===== config.mk =====
export PLATFORM = sky130hd
export DESIGN_NAME = mem_access_unit
export DESIGN_NICKNAME = d
export VERILOG_FILES = /design/src/rtl/mem_access_pkg.sv /design/src/rtl/mem_access_unit_lane_align.sv /design/src/rtl/mem_access_unit.sv
export SDC_FILE = /design/constraint.sdc
export NUM_CORES = 1
export LEC_CHECK = 0
export CAP_MARGIN = 20
export CORE_UTILIZATION = 42
export CTS_CLUSTER_DIAMETER = 60
export DETAILED_ROUTE_END_ITERATION = 10
export PLACE_DENSITY = 0.78
export SLEW_MARGIN = 10
export SYNTH_ARGS = -nofsm -noshare
export SYNTH_HDL_FRONTEND = slang
export SYNTH_SLANG_ARGS = --single-unit

===== constraint.sdc =====
create_clock -name clk -period 2.71 [get_ports clk]
set_input_delay 0.4065 -clock clk [delete_from_list [all_inputs] [get_ports clk]]
set_output_delay 0.4065 -clock clk [all_outputs]
set_load 0.05 [all_outputs]

===== src/rtl/mem_access_pkg.sv =====
// mem_access_pkg: shared encodings and memory_io transaction types for mem_access_unit
// Holds op_size codes, result error codes, the FSM state enum and the memory_io
// request/response structs used on the responder side.
package mem_access_pkg;
   localparam logic [1:0] SZ_BYTE = 2'd0;
   localparam logic [1:0] SZ_HALF = 2'd1;
   localparam logic [1:0] SZ_WORD = 2'd2;
   localparam logic [1:0] ERR_NONE    = 2'd0;
   localparam logic [1:0] ERR_ALIGN   = 2'd1;
   localparam logic [1:0] ERR_TIMEOUT = 2'd2;
   localparam logic [1:0] ERR_ADDR    = 2'd3;
   typedef enum logic [1:0] {ST_IDLE, ST_WAIT, ST_RESP} state_t;
   typedef struct packed {
      logic        valid;
      logic [3:0]  do_read;
      logic [3:0]  do_write;
      logic [31:0] addr;
      logic [31:0] data;
   } memory_io_req;
   typedef struct packed {
      logic        valid;
      logic [31:0] addr;
      logic [31:0] data;
   } memory_io_rsp;
endpackage


===== src/rtl/mem_access_unit_lane_align.sv =====
// mem_lane_align: alignment check, lane mask, store shift and load extract/extend
// Ports: i_size/i_off/i_unsigned describe the access; i_wdata is right-justified store
// data, i_rdata the raw response word. o_misalign flags an illegal access, o_mask the
// byte lanes, o_wdata the lane-positioned store data, o_rdata the extended load result.
module mem_lane_align
   import mem_access_pkg::*;
(
   input  logic [1:0]  i_size,
   input  logic [1:0]  i_off,
   input  logic        i_unsigned,
   input  logic [31:0] i_wdata,
   input  logic [31:0] i_rdata,
   output logic        o_misalign,
   output logic [3:0]  o_mask,
   output logic [31:0] o_wdata,
   output logic [31:0] o_rdata
);
   logic [3:0]  w_base;
   logic [31:0] w_sh;
   logic        w_sb;
   logic        w_sh16;
   assign o_misalign = (i_size == SZ_HALF && i_off[0]) || (i_size == SZ_WORD && i_off != 2'd0) || i_size == 2'd3;
   assign w_base     = i_size == SZ_BYTE ? 4'b0001 : i_size == SZ_HALF ? 4'b0011 : 4'b1111;
   assign o_mask     = w_base << i_off;
   assign o_wdata    = i_wdata << {i_off, 3'b000};
   assign w_sh       = i_rdata >> {i_off, 3'b000};
   assign w_sb       = ~i_unsigned & w_sh[7];
   assign w_sh16     = ~i_unsigned & w_sh[15];
   assign o_rdata    = i_size == SZ_BYTE ? {{24{w_sb}}, w_sh[7:0]} :
                       i_size == SZ_HALF ? {{16{w_sh16}}, w_sh[15:0]} : w_sh;
endmodule


===== src/rtl/mem_access_unit.sv =====
// mem_access_unit: single-outstanding load/store front end for the memory_io interface
// Ports: clk/reset (sync, active-high); op_* is the pipeline operation handshake;
// res_valid/res_data/res_error return the completion; mem_req/mem_rsp talk to the responder.
module mem_access_unit
   import mem_access_pkg::*;
#(
   parameter int TIMEOUT        = 16,
   parameter bit CHECK_RSP_ADDR = 1'b0
)(
   input  logic         clk,
   input  logic         reset,
   input  logic         op_valid,
   output logic         op_ready,
   input  logic         op_store,
   input  logic [1:0]   op_size,
   input  logic         op_unsigned,
   input  logic [31:0]  op_addr,
   input  logic [31:0]  op_wdata,
   output logic         res_valid,
   output logic [31:0]  res_data,
   output logic [1:0]   res_error,
   output memory_io_req mem_req,
   input  memory_io_rsp mem_rsp
);
   localparam int CW = $clog2(TIMEOUT + 1);
   state_t       r_state, w_next;
   memory_io_req r_req;
   logic [1:0]   r_size, r_off, r_res_error;
   logic         r_unsigned, r_store;
   logic [31:0]  r_res_data;
   logic [CW-1:0] r_cnt;
   logic         w_idle, w_accept, w_expire, w_addr_bad, w_misalign;
   logic [1:0]   w_size, w_off;
   logic         w_unsigned;
   logic [3:0]   w_mask;
   logic [31:0]  w_wdata, w_rdata;
   assign w_idle     = r_state == ST_IDLE;
   assign w_accept   = w_idle & op_valid;
   assign w_expire   = r_cnt == CW'(TIMEOUT - 1);
   assign w_addr_bad = CHECK_RSP_ADDR && (mem_rsp.addr != r_req.addr);
   // The aligner sees the incoming op while idle and the captured op afterwards.
   assign w_size     = w_idle ? op_size : r_size;
   assign w_off      = w_idle ? op_addr[1:0] : r_off;
   assign w_unsigned = w_idle ? op_unsigned : r_unsigned;
   mem_lane_align u_align (
      .i_size     (w_size),
      .i_off      (w_off),
      .i_unsigned (w_unsigned),
      .i_wdata    (op_wdata),
      .i_rdata    (mem_rsp.data),
      .o_misalign (w_misalign),
      .o_mask     (w_mask),
      .o_wdata    (w_wdata),
      .o_rdata    (w_rdata)
   );
   always_ff @(posedge clk)
      r_state <= reset ? ST_IDLE : w_next;
   always_comb begin
      w_next = r_state;
      if (r_state == ST_IDLE && op_valid)
         w_next = w_misalign ? ST_RESP : ST_WAIT;
      else if (r_state == ST_WAIT && (mem_rsp.valid || w_expire))
         w_next = ST_RESP;
      else if (r_state == ST_RESP)
         w_next = ST_IDLE;
   end
   always_ff @(posedge clk) begin
      if (reset) begin
         r_req       <= '0;
         r_cnt       <= '0;
         r_size      <= '0;
         r_off       <= '0;
         r_unsigned  <= 1'b0;
         r_store     <= 1'b0;
         r_res_data  <= '0;
         r_res_error <= ERR_NONE;
      end else if (w_accept) begin
         r_size     <= op_size;
         r_off      <= op_addr[1:0];
         r_unsigned <= op_unsigned;
         r_store    <= op_store;
         r_cnt      <= '0;
         if (w_misalign) begin
            r_res_data  <= '0;
            r_res_error <= ERR_ALIGN;
         end else begin
            r_req.valid    <= 1'b1;
            r_req.addr     <= {op_addr[31:2], 2'b00};
            r_req.do_read  <= op_store ? 4'b0000 : w_mask;
            r_req.do_write <= op_store ? w_mask : 4'b0000;
            r_req.data     <= w_wdata;
         end
      end else if (r_state == ST_WAIT) begin
         if (mem_rsp.valid || w_expire) begin
            r_req.valid    <= 1'b0;
            r_req.do_read  <= 4'b0000;
            r_req.do_write <= 4'b0000;
         end
         if (mem_rsp.valid) begin
            r_res_error <= w_addr_bad ? ERR_ADDR : ERR_NONE;
            r_res_data  <= (w_addr_bad || r_store) ? '0 : w_rdata;
         end else if (w_expire) begin
            r_res_error <= ERR_TIMEOUT;
            r_res_data  <= '0;
         end else
            r_cnt <= r_cnt + CW'(1);
      end
   end
   assign op_ready  = w_idle;
   assign res_valid = r_state == ST_RESP;
   assign res_data  = r_res_data;
   assign res_error = r_res_error;
   assign mem_req   = r_req;
endmodule


-- Word-level counts from Yosys, hierarchy flattened
Index checks and enable logic that the tools add are counted.
- bits in registers: 118
- bits of input ports: 136
- word-level logic and storage cells: 79
- multiplexer cells: 28
- shift-type cells: 3
- equal/unequal tests: 8
- bitwise operators: 7
- reductions and logical operators: 19
- add/sub/neg operators: 1
- operator list (operator ; count):
    $mux W32 ; 8
    $mux W73 ; 1
    $shl A32 B5 Y32 ; 1
    $shr A32 B5 Y32 ; 1
    $mux W9 ; 3
    $mux W2 ; 11
    $mux W4 ; 4
    $reduce_and A3 Y1 ; 3
    $eq A2 B2 Y1 const B ; 3
    $reduce_bool A2 Y1 ; 3
    $reduce_bool A3 Y1 ; 2
    $add A5 B1 Y5 const B ; 1
    $eq A5 B4 Y1 const B ; 1
    $eq A2 B1 Y1 const B ; 2
    $logic_and A1 B1 Y1 ; 4
    $logic_not A2 Y1 ; 2
    $not A1 Y1 ; 4
    $shl A4 B2 Y4 ; 1
    $and A1 B1 Y1 ; 3
    $logic_or A1 B1 Y1 ; 3
    $ne A2 B1 Y1 const B ; 1
    $ne A2 B2 Y1 const B ; 1
    $reduce_and A2 Y1 ; 1
    $reduce_or A2 Y1 ; 1
    $mux W1 ; 1

-- Logic depth before layout (Yosys ltp)
Gate-level depths: netlist of the first run.
- depth after elaboration: 10
- mapped depth: 9
- gate-level depth less buffers: 8

-- Hierarchy
Synthesis of the first run repeated with hierarchy kept, for this count alone.
- cell total of the unflattened synthesis: 740
- area total of the unflattened synthesis: 5958.2 µm²
- modules (own cells, without submodules) (module ; instances ; cells each ; seq. area each (µm²) ; area each (µm²)):
    mem_access_unit ; 1 ; 536 ; 2362.3 ; 4624.4
    mem_lane_align ; 1 ; 204 ; 0.0 ; 1333.8

-- Worst setup path after synthesis of the first run
No wires, ideal clock.
- kind: flip-flop to flip-flop
- from: register r_state[1]
- to: register r_res_data[18], in the netlist res_data[18]
- path slack: 0.543 ns
- setup time: 0.120 ns
- arrival: 2.047 ns
- period minus slack after synthesis: 2.167 ns
- required time: 2.590 ns
- buffers on the path: 2
- cell stages (with the launch flop): 9
- cell sequence: dfxtp_1 > nor2_2 > buf_4 > mux2_2 > a2bb2oi_1 > a2bb2oi_1 > a21oi_2 > buf_4 > a211o_1
- word-level cells in the longest chain between the ends: 10
- elaborated cells on any way between the ends: 29
- ends and longest elaborated chain (item ; RTL line ; source):
    start: declaration ; mem_access_unit.sv:26 ; state_t r_state, w_next;
    start signal: assignment ; mem_access_unit.sv:57 ; r_state <= reset ? ST_IDLE : w_next;
    $logic_not A2 Y1 (*) ; mem_access_unit.sv:37 ; assign w_idle = r_state == ST_IDLE;
    named net op_ready ; mem_access_unit.sv:13 ; output logic op_ready,
    $mux W2 / $mux W1 (equally long branches) ; mem_access_unit.sv:43, mem_access_unit.sv:44 ;
    $shr A32 B5 Y32 / $not A1 Y1 (equally long branches) ; mem_access_unit_lane_align.sv:26, mem_access_unit_lane_align.sv:27, mem_access_unit_lane_align.sv:28 ;
    $and A1 B1 Y1 ; mem_access_unit_lane_align.sv:28 ; assign w_sh16 = ~i_unsigned & w_sh[15];
    $mux W32 ; mem_access_unit_lane_align.sv:30 ; i_size == SZ_HALF ? {{16{w_sh16}}, w_sh[15:0]} : w_sh;
    $mux W32 ; mem_access_unit_lane_align.sv:29 ; assign o_rdata = i_size == SZ_BYTE ? {{24{w_sb}}, w_sh[7:0]} :
    $mux W32 ; mem_access_unit.sv:101 ; r_res_data <= (w_addr_bad || r_store) ? '0 : w_rdata;
    $mux W32 ; mem_access_unit.sv:99 ; if (mem_rsp.valid) begin
    $mux W32 ; mem_access_unit.sv:93 ; end else if (r_state == ST_WAIT) begin
    $mux W32 ; mem_access_unit.sv:77 ; end else if (w_accept) begin
    end signal: assignment ; mem_access_unit.sv:101 ;
    end: declaration ; mem_access_unit.sv:30 ; logic [31:0] r_res_data;
Mark *: on every way through the listed nets, which the timed path passes. The rest lies on a longest branch. The select of a mux whose other input is x is not followed.
A chain may end at the register's enable or synchronous reset.

-- Worst setup path after layout of the first run
- from: register r_state[0]
- to: output op_ready
- word-level cells in the longest chain between the ends: 1
- ends and longest elaborated chain (item ; RTL line):
    $logic_not A2 Y1 ; mem_access_unit.sv:37
    end: declaration ; mem_access_unit.sv:13
Every way passes these cells.

==> impl_metrics.csv, run 1 <==
group,metric,value,unit
status,status,"complete, no violations",
power_and_ir_drop,finalPower,7.40,mW
cts,clkTransAtPathRegs,0.06,ns
final_layout,regArea,0.00236,sq mm
yosys,yosysUniqueCellTypes,56,
global_routing,grt_overflow,0,
yosys,synth_area,0.00546,sq mm
sta,skew,0.00886,ns
sta,post-route-period-util,96.4,%
yosys,synth-edff-count,0,
placed_design,hpwl,11.8,mm
setup_path,cp_slowest_cell,"clkdlybuf4s50_1",
yosys,syn_avg_cell_area,7.84,sq um
setup_path,cp_cell_sequence,"nor2_2, buf_4, clkdlybuf4s50_1",
sta,final-max-slew-violation-count,0,
detailed_routing,wirelength,16.8,mm
sta,worst_slew_pin_slew,0.704,ns
sta,finalSetupViolations,0,
cts,cts_made_buffers,17,
floorplanning,start_util,43.1,%
final_layout,drive_gt1_share,9.42,%
detailed_routing,postRouteAntennaNets,0,
sta,rsz0062_at_grt,"no",
sta,final-hold-violation-count,0,
floorplanning,fp.dieH,116,um
final_layout,nets,1038,
sta,finalCriticalPeriod,2.61,ns
final_layout,antennaDiodeCount,0,
global_routing,track_usage,25.0,%
final_layout,area_growth,52.5,%
job,maxCapViolations,0,
global_routing,first_global_vias,5142,
setup_path,critPathArrivalTime,2.20,ns
floorplanning,io-pin-count,245,
detailed_routing,drt_iter0_drc,408,
setup_path,critPathCaptureType,"primary output",
power_and_ir_drop,p_leak,3.16,nW
floorplanning,rows,41,
setup_path,critPathMaxFanout,14,
setup_path,path_buf_inv,2,
placed_design,place.gp.congestion,0.831,
power_and_ir_drop,p_int,4.48,mW
power_and_ir_drop,p_sw,2.92,mW
sta,slew_headroom,53.0,%
setup_path,cpPeakStageDelay,0.83,ns
power_and_ir_drop,switching_share,39.5,%
yosys,yosysSeqAreaShare,43.2,%
setup_path,regToRegSetupSlack,0.28,ns
cts,hold_buffers,0,
floorplanning,dieArea,0.0135,sq mm
yosys,ys_seq_elements,118,
cts,ctsLongestPathBuffers,2,
yosys,synthCells,697,
cts,cts_tree,"done",
power_and_ir_drop,power_frac_seq,28.7,%
yosys,synth_area_leaders,"dfxtp_1, nand2_1, a21oi_1",
placed_design,placedCellCount,1053,
detailed_routing,num_vias,5772,
setup_path,cp_top_family,"buffers and inverters",
cts,clock-sinks,118,
global_routing,antenna_found_initial,0,
sta,max_clock_freq,383,MHz
detailed_routing,remaining_drc_errors,0,
setup_path,required,2.30,ns
detailed_routing,wl_per_cell,15.5,um
final_layout,fillers,1098,
yosys,synthArstFlopShare,0,%
power_and_ir_drop,power.density,888,mW/mm^2
power_and_ir_drop,irDropWorstVdd,477,uV
cts,clock-root-buffer,"clkbuf_16",
placed_design,portBuffers,210,
detailed_routing,vias_per_cell,5.32,
cts,clk_latency,0.42,ns
power_and_ir_drop,clockPowerShare,28.9,%
yosys,yosysWarnings,0,
detailed_routing,firstDrtPassIters,5,
cts,ctsHtreeMaxLevel,4,
final_layout,stdcell_count,1085,
yosys,synth_top_area_share,43.2,%
setup_path,crit_type,"reg2out",
min_path,min_path_type,"reg2reg",
yosys,synth_top_area_cell,"dfxtp_1",
global_routing,grt_pass1_wl,25.9,mm
setup_path,critPathLaunchType,"register",
global_routing,grt_max_degree,56,
floorplanning,fp.coreArea,0.0127,sq mm
yosys,synthFlopType,"dfxtp_1",
sta,fin_setup_tns,0,ns
final_layout,multiInputGateArea,0.00279,sq mm
power_and_ir_drop,comb_power_share,42.4,%
floorplanning,die_w,116,um
-- cell families (layout without fill, tap and decap cells) --
logic type,Yosys count,after routing,synth area share [%]
other cells,1,2,0.0686
buf+inv,62,277,6.14
compound gates,182,182,22.4
xor+xnor,5,5,0.802
flops,118,118,43.2
fa+ha+maj,2,2,0.458
mux,9,9,1.79
simple gates,318,318,25.1
-- sequential cells by signal (all words and copies together) (netlist names) --
signal / flops
res_data: 32
r_unsigned: 1
r_store: 1
r_size: 2
mem_req: 71
r_off: 2
r_cnt: 5
r_state: 2
res_error: 2
-- what timing repair did --
action,in CTS,in global routing
hold endpoints to repair,0,0
setup buffers,0,0
resized for setup,0,1
setup endpoints to repair,0,5
-- final timing paths --
check	end	depth (start not counted)	from
max reg2reg	res_data[11]$_SDFFE_PP0P_	7	r_state[0]$_SDFFE_PP0P_
min	mem_req[1]$_SDFFE_PP0P_	2	mem_req[1]$_SDFFE_PP0P_
max	op_ready	3	r_state[0]$_SDFFE_PP0P_
min reg2reg	mem_req[1]$_SDFFE_PP0P_	2	mem_req[1]$_SDFFE_PP0P_
-- cells in the final DEF (no fill, tap or decap), drive strengths merged, types with 3 or more instances in the layout --
cell type / instances
mux2: 3
dfxtp: 118
nand2b: 4
clkinv: 6
or3: 4
clkbuf: 22
nor2b: 3
or4: 4
a221o: 8
o211ai: 8
nand3: 48
a211o: 6
buf: 33
nor3: 3
mux2i: 6
o21ai: 5
xor2: 3
nor2: 32
inv: 3
a32oi: 10
a211oi: 16
o2bb2ai: 7
a21oi: 110
nand2: 208
clkdlybuf4s50: 209
-- tightest hold or removal path: cells and delay by family (launching register included) --
kind / cells / cell delay (ns)
and+or+nand+nor: 1 / 0.05
AOI/OAI and AO/OA: 1 / 0.05
DFF: 1 / 0.30
-- final cells by class --
type	count	area share (%)
clock buffers	22	5.45
clock inverters	10	1.26
inverters	3	0.135
multi-input cells	518	33.5
flip-flops and latches	118	28.4
well taps	172	2.58
repair buffers	242	28.7
-- through the flow --
stage	hold slack, ns	util [%]	setup slack, ns	instance area [sq um]
2_1_floorplan	0.436	-	0.543	5470
3_3_place_gp	0.438	61.3	-0.0160	7760
3_5_place_dp	0.443	61.3	-0.0407	7760
4_1_cts	0.437	65.7	0.0802	8320
5_1_grt	0.461	65.8	0.0252	8330
6_report	0.447	65.8	0.0985	8330
-- power groups by stage --
stage	clock (mW)	combinational [mW]	sequential, mW
5_1_grt	2.27	3.36	2.16
3_3_place_gp	0	3.11	2.16
2_1_floorplan	0	1.38	2.88
6_report	2.14	3.14	2.13
4_1_cts	2.17	3.14	2.13
3_5_place_dp	0	3.14	2.16
-- synth_stat cells (7+ instances only) --
library cell	n
o211ai_1	8
buf_2	10
a21oi_1	107
buf_4	12
nor2_1	30
nand3_1	48
a221o_1	8
dfxtp_1	118
a32oi_1	10
clkbuf_1	26
o2bb2ai_2	7
nand2_1	208
a211oi_1	16
-- per-layer routing --
layer,track usage (%),part of all wire (%),vias up
met1,31.3,42,2675
met2,40.4,48,239
met3,7.11,7.8,31
met5,0,0,-
li1,-,-,2827
met4,10.3,2.2,0
(Power assumes the default switching activity.)
==> run 2, diff against run 1 <==
- CORE_UTILIZATION: 42 -> 26
- PLACE_DENSITY: 0.78 -> 0.51
==> run 2 against run 1 <==
  * Cell area increased by 2.0%
  * Clock skew is 0.0047 ns higher
  * Register-to-register slack improved by 0.03 ns
  * Critical path depth stayed put
  * Clock-buffer cell count down 5
  * Power up 4.0%
  * Non-clock buffer count grew 1
  * Cell count is 9.1% higher
  * Flip-flop and latch count unchanged
  * Highest routed layer unchanged
==> impl_metrics.csv, run 2 (synthesis gave the netlist of run 1 again) <==
group,metric,value,unit
setup_path,reg2reg_from,"r_state[0]$_SDFFE_PP0P_",
cts,cts_made_buffers,17,
cts,clk_latency,0.43,ns
sta,rsz0062_at_grt,"no",
sta,finalSetupViolations,0,
final_layout,regArea,0.00236,sq mm
final_layout,area_growth,55.6,%
sta,final-max-slew-violation-count,0,
setup_path,cp-startpoint,"r_state[0]$_SDFFE_PP0P_",
min_path,min_path_type,"in2reg",
setup_path,cpPeakStageDelay,0.80,ns
cts,cts_tree,"done",
placed_design,placedCellCount,1152,
floorplanning,rows,52,
sta,worst_slew_pin_slew,0.919,ns
floorplanning,dieArea,0.0216,sq mm
job,maxCapViolations,0,
final_layout,layout_commonest_cell,"clkdlybuf4s50_1",
detailed_routing,wl_per_cell,16.4,um
setup_path,critPathArrivalTime,2.14,ns
power_and_ir_drop,irDropWorstVdd,485,uV
global_routing,grt_overflow,0,
placed_design,place.gp.congestion,0.841,
final_layout,nets,1039,
global_routing,grt_max_degree,53,
sta,max_clock_freq,393,MHz
setup_path,critPathLaunchType,"register",
global_routing,grt_pass1_wl,30.3,mm
final_layout,layout_common_cells,"clkdlybuf4s50_1, nand2_1, dfxtp_1",
detailed_routing,postRouteAntennaNets,0,
power_and_ir_drop,power.density,905,mW/mm^2
sta,skew,0.0136,ns
setup_path,cp_slowest_cell,"clkdlybuf4s50_1",
detailed_routing,num_vias,5675,
power_and_ir_drop,p_leak,3.18,nW
global_routing,first_global_vias,5505,
floorplanning,fp.dieH,147,um
final_layout,fillers,2134,
final_layout,stdcell_count,1184,
power_and_ir_drop,finalPower,7.69,mW
setup_path,critPathCaptureType,"primary output",
placed_design,portBuffers,210,
floorplanning,fp.coreArea,0.0204,sq mm
cts,clock-sinks,118,
floorplanning,start_util,26.7,%
floorplanning,die_w,147,um
global_routing,antenna_found_initial,0,
sta,finalCriticalPeriod,2.54,ns
setup_path,cp_cell_sequence,"nor2_4, buf_4, clkdlybuf4s50_1",
final_layout,drive_gt1_share,9.96,%
setup_path,cp_top_family,"buffers and inverters",
placed_design,place_area,0.00788,sq mm
final_layout,multiInputGateArea,0.00279,sq mm
sta,fin_setup_tns,0,ns
setup_path,required,2.30,ns
detailed_routing,wirelength,19.4,mm
sta,slew_headroom,38.6,%
detailed_routing,firstDrtPassIters,4,
status,status,"complete, no violations",
detailed_routing,vias_per_cell,4.79,
final_layout,antennaDiodeCount,0,
sta,post-route-period-util,93.9,%
floorplanning,io-pin-count,245,
final_layout,final_area,0.00850,sq mm
cts,clock-root-buffer,"clkbuf_16",
placed_design,hpwl,13.5,mm
final_layout,largest_reg_flops,71,
setup_path,critPathMaxFanout,10,
min_path,worstHoldStart,"reset",
detailed_routing,remaining_drc_errors,0,
global_routing,track_usage,17.9,%
setup_path,path_buf_inv,2,
detailed_routing,drt_iter0_drc,343,
cts,clkTransAtPathRegs,0.06,ns
sta,final-hold-violation-count,0,
cts,ctsHtreeMaxLevel,4,
sta,hold_ws,0.348,ns
cts,ctsLongestPathBuffers,2,
cts,post_cts_buffers,0,
setup_path,crit_type,"reg2out",
-- run 2: cell count changes in the layout (fill, tap and decap cells not counted), sizes merged --
cell	change
bufinv	+1
clkbuf	-5
inv	+7
clkinvlp	-1
clkinv	-2
buf	+1
-- run 2: through the flow --
stage | util [%] | setup slack, ns
2_1_floorplan | - | 0.543
3_3_place_gp | 38.6 | 0.00486
3_5_place_dp | 38.6 | 0.0107
4_1_cts | 41.6 | 0.142
5_1_grt | 41.6 | 0.0697
6_report | 41.6 | 0.165
-- run 2: path summary, 6_finish.rpt --
kind / end / slack (ns) / cells after the start
setup / recovery: op_ready / 0.17 / 3
hold / removal: res_data[3]$_SDFFE_PP0P_ / 0.35 / 2
setup reg to reg: res_data[25]$_SDFFE_PP0P_ / 0.31 / 5
hold reg to reg: mem_req[0]$_SDFFE_PP0P_ / 0.45 / 2
-- run 2: power breakdown --
group	total, mW	switching [mW]	internal [mW]
clock	2.39	0.923	1.47
combinational	3.18	2.07	1.12
sequential	2.12	0.143	1.97
total	7.69	3.13	4.56
-- run 2: cell type report --
| cell class | count | share of cell area, % |
|---|---|---|
| timing repair buffer | 243 | 28.1 |
| multi-input combinational | 518 | 32.8 |
| clock buffer | 17 | 5.00 |
| clock inverter | 15 | 2.24 |
| inverter | 3 | 0.132 |
| sequential | 118 | 27.8 |
| tap | 270 | 3.97 |
-- run 2: worst register-to-register path: stages, from the launching register on --
cell     delay, ns
dfxtp_1       0.40
nor2_4        0.31
mux2_2        0.42
nor2_1        0.17
nor4b_2       0.77
a221o_1       0.28
-- run 2: routing by layer --
metal	up-vias	GRT usage [%]	part of all wire [%]
li1	2832	-	-
met1	2632	23.5	46
met2	188	28.2	46
met3	23	5.25	6.6
met4	0	5.77	1.6
met5	-	0	0
-- run 2: what timing repair did --
action	in CTS	in global routing
setup endpoints to repair	1	0
gates resized for setup	1	0
hold buffers	0	0
